<file path="src/rtl/seq_pkg.sv">
// seq_pkg: shared constants for the next-PC controller -- jump condition
// codes, sequencer FSM states and status-flag bit positions.
package seq_pkg;

    // Jump condition codes carried on jmp_cond; 10..15 are reserved and never taken.
    localparam logic [3:0] JC_NONE = 4'd0;
    localparam logic [3:0] JC_JMP  = 4'd1;
    localparam logic [3:0] JC_JEQ  = 4'd2;
    localparam logic [3:0] JC_JNE  = 4'd3;
    localparam logic [3:0] JC_JGT  = 4'd4;
    localparam logic [3:0] JC_JLT  = 4'd5;
    localparam logic [3:0] JC_JGE  = 4'd6;
    localparam logic [3:0] JC_JLE  = 4'd7;
    localparam logic [3:0] JC_JCR  = 4'd8;
    localparam logic [3:0] JC_JOV  = 4'd9;

    // Sequencer states: HALTED and FAULT are only left through reset.
    typedef enum logic [1:0] {
        ST_RUN    = 2'd0,
        ST_HALTED = 2'd1,
        ST_FAULT  = 2'd2
    } state_t;

    // Bit positions inside the {Z,N,C,V} status register.
    localparam int F_Z = 3;
    localparam int F_N = 2;
    localparam int F_C = 1;
    localparam int F_V = 0;

endpackage

</file>
<file path="src/rtl/pc_sequencer_ret_stack.sv">
// ret_stack: LIFO of return addresses. sp counts occupancy (0..DEPTH); the
// storage index is sp modulo DEPTH, so an overflowing push overwrites the
// oldest entry and an underflowing pop reads a stale one. Callers that must
// not wrap simply withhold push/pop when full/empty.
module ret_stack
    import seq_pkg::*;
#(
    parameter int AW    = 8,
    parameter int DEPTH = 8
) (
    input  logic                     clk,
    input  logic                     rst,
    input  logic                     push,
    input  logic                     pop,
    input  logic [AW-1:0]            din,
    output logic [AW-1:0]            dout,
    output logic [$clog2(DEPTH):0]   sp,
    output logic                     full,
    output logic                     empty
);

    localparam int IW  = $clog2(DEPTH);
    localparam int SPW = IW + 1;

    logic [AW-1:0] mem [DEPTH];
    logic [IW-1:0] wr_idx;
    logic [IW-1:0] rd_idx;

    assign wr_idx = sp[IW-1:0];
    assign rd_idx = wr_idx - 1'b1;
    assign full   = (sp == SPW'(DEPTH));
    assign empty  = (sp == '0);
    // Read is combinational so a RET completes in a single cycle.
    assign dout   = mem[rd_idx];

    // Store the return address at the current top-of-stack slot.
    always_ff @(posedge clk) begin
        if (push && !pop) begin
            mem[wr_idx] <= din;
        end
    end

    // Occupancy counter; wraps modulo DEPTH on overflow/underflow.
    always_ff @(posedge clk or posedge rst) begin
        if (rst) begin
            sp <= '0;
        end else if (pop) begin
            sp <= empty ? SPW'(DEPTH - 1) : sp - 1'b1;
        end else if (push) begin
            sp <= full ? SPW'(1) : sp + 1'b1;
        end
    end

endmodule

</file>
<file path="src/rtl/pc_sequencer.sv">
// pc_sequencer: owns the program counter, the {Z,N,C,V} status register,
// conditional/unconditional jumps and the CALL/RET return stack.
// Optional feature: define PC_STACK_GUARD_EN to trap stack overflow/underflow
// (sticky stack_err, transfer suppressed, FSM -> FAULT). Without it the stack
// pointer wraps and stack_err stays 0.
module pc_sequencer
    import seq_pkg::*;
#(
    parameter int AW          = 8,
    parameter int STACK_DEPTH = 8
) (
    input  logic                           clk,
    input  logic                           rst,
    input  logic                           stall,
    input  logic                           halt,
    input  logic                           flag_we,
    input  logic                           alu_z,
    input  logic                           alu_n,
    input  logic                           alu_c,
    input  logic                           alu_v,
    input  logic [3:0]                     jmp_cond,
    input  logic [AW-1:0]                  jmp_target,
    input  logic                           call,
    input  logic                           ret,
    output logic [AW-1:0]                  pc,
    output logic [3:0]                     flags,
    output logic [$clog2(STACK_DEPTH):0]   sp,
    output logic                           halted,
    output logic                           stack_err
);

    // Jump decision from the registered flags; reserved codes fall to default.
    function automatic logic cond_taken(input logic [3:0] jc, input logic [3:0] f);
        logic t;
        t = 1'b0;
        case (jc)
            JC_JMP:  t = 1'b1;
            JC_JEQ:  t = f[F_Z];
            JC_JNE:  t = !f[F_Z];
            JC_JGT:  t = !f[F_N] && !f[F_Z];
            JC_JLT:  t = f[F_N];
            JC_JGE:  t = !f[F_N];
            JC_JLE:  t = f[F_N] || f[F_Z];
            JC_JCR:  t = f[F_C];
            JC_JOV:  t = f[F_V];
            default: t = 1'b0;
        endcase
        return t;
    endfunction

    state_t        state_reg;
    logic [AW-1:0] pc_inc;
    logic [AW-1:0] stack_top;
    logic          stack_full;
    logic          stack_empty;
    logic          advance;
    logic          guard_err;
    logic          push;
    logic          pop;

    assign pc_inc  = pc + 1'b1;
    // A control transfer can happen only when running, not stalled and not halting.
    assign advance = (state_reg == ST_RUN) && !stall && !halt;

`ifdef PC_STACK_GUARD_EN
    // RET on an empty stack, or a CALL (not overridden by RET) on a full one.
    assign guard_err = advance && ((ret && stack_empty) || (call && !ret && stack_full));
`else
    assign guard_err = 1'b0;
    logic unused_stack_status;
    assign unused_stack_status = stack_full ^ stack_empty;
`endif

    assign pop  = advance && ret && !guard_err;
    assign push = advance && call && !ret && !guard_err;

    ret_stack #(
        .AW    (AW),
        .DEPTH (STACK_DEPTH)
    ) u_ret_stack (
        .clk   (clk),
        .rst   (rst),
        .push  (push),
        .pop   (pop),
        .din   (pc_inc),
        .dout  (stack_top),
        .sp    (sp),
        .full  (stack_full),
        .empty (stack_empty)
    );

    // Sequencer FSM with registered pc, flags, halted and stack_err.
    always_ff @(posedge clk or posedge rst) begin
        if (rst) begin
            state_reg <= ST_RUN;
            pc        <= '0;
            flags     <= 4'h0;
            halted    <= 1'b0;
            stack_err <= 1'b0;
        end else if (state_reg == ST_RUN) begin
            // Flags load even while stalled; jumps this cycle still see the old value.
            if (flag_we) begin
                flags <= {alu_z, alu_n, alu_c, alu_v};
            end
            if (halt) begin
                state_reg <= ST_HALTED;
                halted    <= 1'b1;
            end else if (!stall) begin
                if (guard_err) begin
                    state_reg <= ST_FAULT;
                    halted    <= 1'b1;
                    stack_err <= 1'b1;
                end else if (ret) begin
                    pc <= stack_top;
                end else if (call) begin
                    pc <= jmp_target;
                end else if (cond_taken(jmp_cond, flags)) begin
                    pc <= jmp_target;
                end else begin
                    pc <= pc_inc;
                end
            end
        end
    end

endmodule
</file>
<file path="config.mk">
export PLATFORM = sky130hd
export DESIGN_NAME = pc_sequencer
export DESIGN_NICKNAME = d
export VERILOG_FILES = /design/src/rtl/seq_pkg.sv /design/src/rtl/pc_sequencer_ret_stack.sv /design/src/rtl/pc_sequencer.sv
export SDC_FILE = /design/constraint.sdc
export NUM_CORES = 1
export LEC_CHECK = 0
export BUFFER_PORTS_ARGS = -buffer_cell sky130_fd_sc_hd__buf_4
export CAP_MARGIN = 10
export CORE_MARGIN = 10
export CORE_UTILIZATION = 48
export DETAILED_ROUTE_END_ITERATION = 8
export GPL_ROUTABILITY_DRIVEN = 0
export PLACE_DENSITY = 0.67
export REMOVE_ABC_BUFFERS = 1
export SETUP_SLACK_MARGIN = 0.4
export SKIP_LAST_GASP = 1
export SLEW_MARGIN = 20
export SYNTH_ARGS = -nofsm -noshare
export SYNTH_HDL_FRONTEND = slang
export SYNTH_HIERARCHICAL = 1
export SYNTH_SLANG_ARGS = --single-unit
</file>
<file path="constraint.sdc">
create_clock -name clk -period 4.1 [get_ports clk]
set_clock_uncertainty 0.15 [all_clocks]
set_input_delay 0.41 -clock clk [delete_from_list [all_inputs] [get_ports clk]]
set_output_delay 0.41 -clock clk [all_outputs]
set_load 0.1 [all_outputs]
</file>
==> metrics.yaml, run 1 <==
grt:
  grt_max_degree: 27
  first_global_vias: 2310
  antenna_found_initial: 0
  grt_usage_pct: 13.8
  overflow: 0
  grt_pass1_wl_um: 12700
floorplanning:
  core_um2: 7810
  floorplan.die.height_um: 110
  die_area_um2: 12200
  io_pins: 41
  die_w_um: 110
  start_util_pct: 50.1
  fp-row-count: 32
clocking:
  cts.clk_slew.worst_paths_ns: 0.09
  cts-root-buf: "clkbuf_8"
  cts_buffers: 9
  cts_max_level: 3
  holdBufCountCts: 1
  clockBufferDepth: 2
  cts_sinks: 81
  post_cts_buffers: 0
  cts_tree: "yes"
  clk_latency_ns: 0.35
  cts_resized: 0
placed_design:
  place_ws_ns: 1.18
  hpwl_um: 5590
  numPortBuffers: 39
  dpl_cell_area_um2: 4260
setup_path:
  cp_slowest_stage_delay_ns: 0.64
  cp-start-kind: "flip-flop"
  cp_num_cells: 6
  worst_path_max_delay_cell: "nor2_1"
  critical_path_required_ns: 3.93
  arrival_ns: 2.67
  path_delay_family: "simple AND/OR/NAND/NOR gates"
  worstPathBufferInverterCount: 1
  r2r_setup_slack_ns: 1.26
  crit_path_cell_trace: "or3_4, nor3b_1, buf_4, nand2b_1, or2_2, nor2_1"
  crit_fanout: 11
  worst_setup_path_end_kind: "flip-flop"
  path_class: "flip-flop to flip-flop"
  r2r_cells: 6
route:
  vias: 2415
  dr.pass1.iters: 4
  vias_per_cell: 5.88
  ant_nets: 0
  drtIter0Drc: 125
  wl_per_cell_um: 19.8
  routed_wirelength_um: 8120
  route.detailed.drc: 0
timing:
  setup_ws_ns: 1.26
  maxSlewHeadroom_pct: 38.5
  min_period_over_period_pct: 69.2
  grt_setup_unrepaired: "no"
  worst_pin_slew_ns: 0.920
  fmax_ghz: 0.352
  setup_violations: 0
  finalMaxSlewViolations: 0
  finalSetupTns_ns: 0
  hold_violations: 0
  period_minus_slack_ns: 2.84
final_layout:
  final_nets: 330
  mostFrequentLayoutCells: "64 x edfxtp_1, 44 x buf_4, 17 x dfrtp_1, 16 x nor2_1"
  design_area_um2: 4490
  area_growth_pct: 14.8
  nFillCells: 624
  final_common_cell: "edfxtp_1"
  layout-drive-gt1-share_pct: 29.4
  n_antenna_cell: 0
pwr:
  p_leak_nw: 1.68
  power_mw: 1.86
  vdd_drop_max_mv: 0.225
  power.density_nw_per_um2: 416
synthesis:
  synth_area_um2: 3910
  yosys_warnings: 6
  syn-instance-count: 262
  avgSynthCellArea_um2: 14.9
run:
  drv_cap: 0
hold_path:
  hold_depth: 2
  holdCritPathClass: "input pin to flip-flop"
run_status:
  status: "finished clean"
-- worst paths after layout --
| kind | end | start |
|---|---|---|
| worst max-delay path | u_ret_stack/mem[3][1] | halted |
| worst min-delay path | halted | halt |
| worst min register to register | flags[0] | flags[0] |
| worst max register to register | u_ret_stack/mem[3][1] | halted |
| max in group asynchronous | pc[5] | rst |
| min in group asynchronous | u_ret_stack/sp[2] | rst |
-- layout make-up --
cell class	instances	area, um2	share of cell area [%]
Clock buffer	9	124	2.76
Multi-Input combinational cell	159	1430	31.8
Timing Repair Buffer	45	340	7.58
Tap cell	102	128	2.84
Sequential cell	81	2350	52.3
Clock inverter	7	93.8	2.09
Inverter	8	30.0	0.669
-- power breakdown --
part	switching, mW	total (mW)	internal, mW	leakage [nW]
combinational	0.185	0.320	0.135	0.751
sequential	0.0140	0.906	0.892	0.819
clock	0.296	0.639	0.343	0.107
total	0.495	1.86	1.37	1.68
-- routing by layer --
layer	track usage [%]	up-vias	share of wire, %
met5	0	-	0
met4	4.68	0	1.1
met3	4.00	9	8.2
met2	21.0	79	45
met1	18.6	1208	45
li1	-	1119	-
-- worst reg2reg max path: cells and delay by family (launching register included) --
family / cells / cell delay (ns)
DFF: 1 / 0.43
buffers and inverters: 1 / 0.17
and+or+nand+nor: 5 / 1.72
-- sequential cells by signal (all words and copies together), names as in the netlist --
name,cells
halted,1
u_ret_stack/mem,64
pc,8
flags,4
u_ret_stack/sp,4
-- per-stage QoR --
| step | cells | hold WS (ns) | util [%] |
|---|---|---|---|
| 3_3_place_gp | 394 | 0.169 | 54.6 |
| 6_report | 411 | 0.123 | 57.5 |
| 3_5_place_dp | 394 | 0.175 | 54.6 |
| 2_1_floorplan | 248 | 0.0261 | - |
| 5_1_grt | 411 | 0.127 | 57.5 |
| 4_1_cts | 411 | 0.107 | 57.5 |
Note: power is estimated with default switching activity, not from simulation.
==> inputs of run 2 (changes only) <==
- PLACE_DENSITY: 0.67 -> 0.7
- clock period: 4.1 -> 2.5 ns (I/O delays scaled with it)
==> run 2 against run 1 <==
Critical path depth increased by 3; sequential power up 63%; critical endpoint is now pc[5]; highest routed layer unchanged; setup slack got worse by 0.99 ns; critical path type unchanged; design area is 13% higher; combinational power up 130%; largest cell class unchanged; total power up 72%; count of clock-buffer cells in the layout grew 1; non-clock buffer count is 45 higher.
==> metrics.yaml, run 2 (synthesis results as in run 1) <==
run_status:
  status: "finished clean"
route:
  vias_per_cell: 5.76
  wl_per_cell_um: 20.1
  vias: 2621
  routed_wirelength_um: 9150
  ant_nets: 0
  route.detailed.drc: 0
  dr.pass1.iters: 4
  drtIter0Drc: 181
final_layout:
  area_growth_pct: 30.0
  final_nets: 375
  design_area_um2: 5080
  seqCellArea_um2: 2350
  nFillCells: 540
  multi_input_area_um2: 1530
  n_antenna_cell: 0
  largest_reg_flops: 64
  layout.cells.non_filler: 455
  layout-drive-gt1-share_pct: 42.5
  final_common_cell: "buf_4"
  top_regs: "u_ret_stack/mem: 64 flops, pc: 8 flops"
  mostFrequentLayoutCells: "65 x buf_4, 64 x edfxtp_1, 17 x dfrtp_1, 15 x mux4_2, 12 x buf_6"
  largest_register: "u_ret_stack/mem"
setup_path:
  worst_setup_path_end_kind: "flip-flop"
  critical_path_required_ns: 2.58
  r2r_start: "u_ret_stack/sp[0]"
  r2r_setup_slack_ns: 0.27
  setup.worst_path.end: "pc[5]"
  arrival_ns: 2.31
  cp-start-kind: "flip-flop"
  crit_fanout: 5
  r2r_cells: 9
  setup.worst_path.start: "u_ret_stack/sp[0]"
  crit_path_cell_trace: "inv_2, ha_4, buf_12, mux4_2, mux2_4, nand3b_1, o21ai_1, a211o_1, nor2_2"
  cp_slowest_stage_delay_ns: 0.39
  worst_path_max_delay_cell: "dfrtp_1"
  r2r-end: "pc[5]"
  path_class: "flip-flop to flip-flop"
grt:
  grt_pass1_wl_um: 14100
  antenna_found_initial: 0
  grt_usage_pct: 15.2
  grt_max_degree: 21
  overflow: 0
  met2_usage_pct: 23.7
  met3_usage_pct: 4.00
  busiest_layer: "met2"
  first_global_vias: 2622
  use_met1_pct: 20.2
timing:
  min_period_over_period_pct: 89.3
  finalSetupTns_ns: 0
  period_minus_slack_ns: 2.23
  worst_pin_slew_ns: 0.802
  hold_violations: 0
  fmax_ghz: 0.448
  grt_setup_unrepaired: "yes"
  finalMaxSlewViolations: 0
  holdWs_ns: 0.0397
  setup_violations: 0
  maxSlewHeadroom_pct: 46.1
floorplanning:
  die_w_um: 110
  die_area_um2: 12200
  start_util_pct: 50.1
  fp-row-count: 32
  io_pins: 41
  core_um2: 7810
  floorplan.die.height_um: 110
run:
  drv_cap: 0
placed_design:
  dpl_cell_area_um2: 4450
  hpwl_um: 5870
  dp_cells: 417
  numPortBuffers: 39
clocking:
  cts-root-buf: "clkbuf_8"
  cts_buffers: 9
  clk_latency_ns: 0.35
  cts.clk_slew.worst_paths_ns: 0.08
  cts_tree: "yes"
  cts_sinks: 81
  clockBufferDepth: 2
  cts_max_level: 3
pwr:
  p_leak_nw: 1.96
  clockPowerShare_pct: 31.2
  switching_power_mw: 0.834
  p_int_mw: 2.38
  pwr-share-comb_pct: 22.7
  vdd_drop_max_mv: 0.343
  seq_power_share_pct: 46.2
  swShare_pct: 26.0
  power.density_nw_per_um2: 632
hold_path:
  holdCritPathClass: "input pin to flip-flop"
## run 2: worst max-delay path: cells and delay by family, from the launching register on
| family | cells | cell delay, ns |
|---|---|---|
| DFF | 1 | 0.39 |
| muxes | 2 | 0.60 |
| adders and majority gates | 1 | 0.34 |
| buffers and inverters | 2 | 0.21 |
| AOI/OAI and AO/OA | 2 | 0.22 |
| and+or+nand+nor | 2 | 0.20 |
## run 2: repair_timing
item,in CTS,in global routing
buffers inserted,10,5
setup endpoints to repair,73,82
hold buffers,6,0
resized for setup,46,15
pin swaps,13,10
gates cloned,2,0
hold endpoints to repair,22,0
## run 2: metal layers
metal	wire length, um	up-vias
li1	-	1195
met1	3800	1314
met2	4490	105
met3	772	7
met4	81	0
met5	0	-
## run 2: cell type report
type                            instances  area share [%]
Inverter                                8           0.591
Sequential cell                        81            46.2
Clock inverter                          5            1.60
Tap cell                              102            2.51
Multi-Input combinational cell        159            30.1
Clock buffer                           10            2.51
Timing Repair Buffer                   90            16.5
## run 2: through the flow
step | total power [mW] | utilization, % | worst slack [ns]
2_1_floorplan | 1.90 | - | -1.18
3_3_place_gp | 2.07 | 56.9 | 0.249
3_5_place_dp | 2.07 | 56.9 | 0.158
4_1_cts | 3.19 | 63.6 | 0.332
5_1_grt | 3.33 | 65.1 | 0.209
6_report | 3.21 | 65.1 | 0.267
## run 2: power groups by stage
stage          Clock, mW  Combinational (mW)  Sequential [mW]
2_1_floorplan          0               0.265             1.64
3_3_place_gp           0               0.556             1.51
3_5_place_dp           0               0.559             1.51
4_1_cts             1.01               0.694             1.48
5_1_grt             1.08               0.766             1.49
6_report            1.00               0.729             1.48
## run 2: worst min path at each step
stage	start	endpoint	slack, ns	cells after the start
after CTS	jmp_target[3]	pc[3]	0.04	3
after global placement	rst	u_ret_stack/sp[2]	0.007	2
after global routing	jmp_target[3]	pc[3]	0.05	3
after floorplan	rst	u_ret_stack/sp[0]	-0.13	1
final	jmp_target[2]	pc[2]	0.04	3
after detailed placement	rst	u_ret_stack/sp[2]	0.01	2
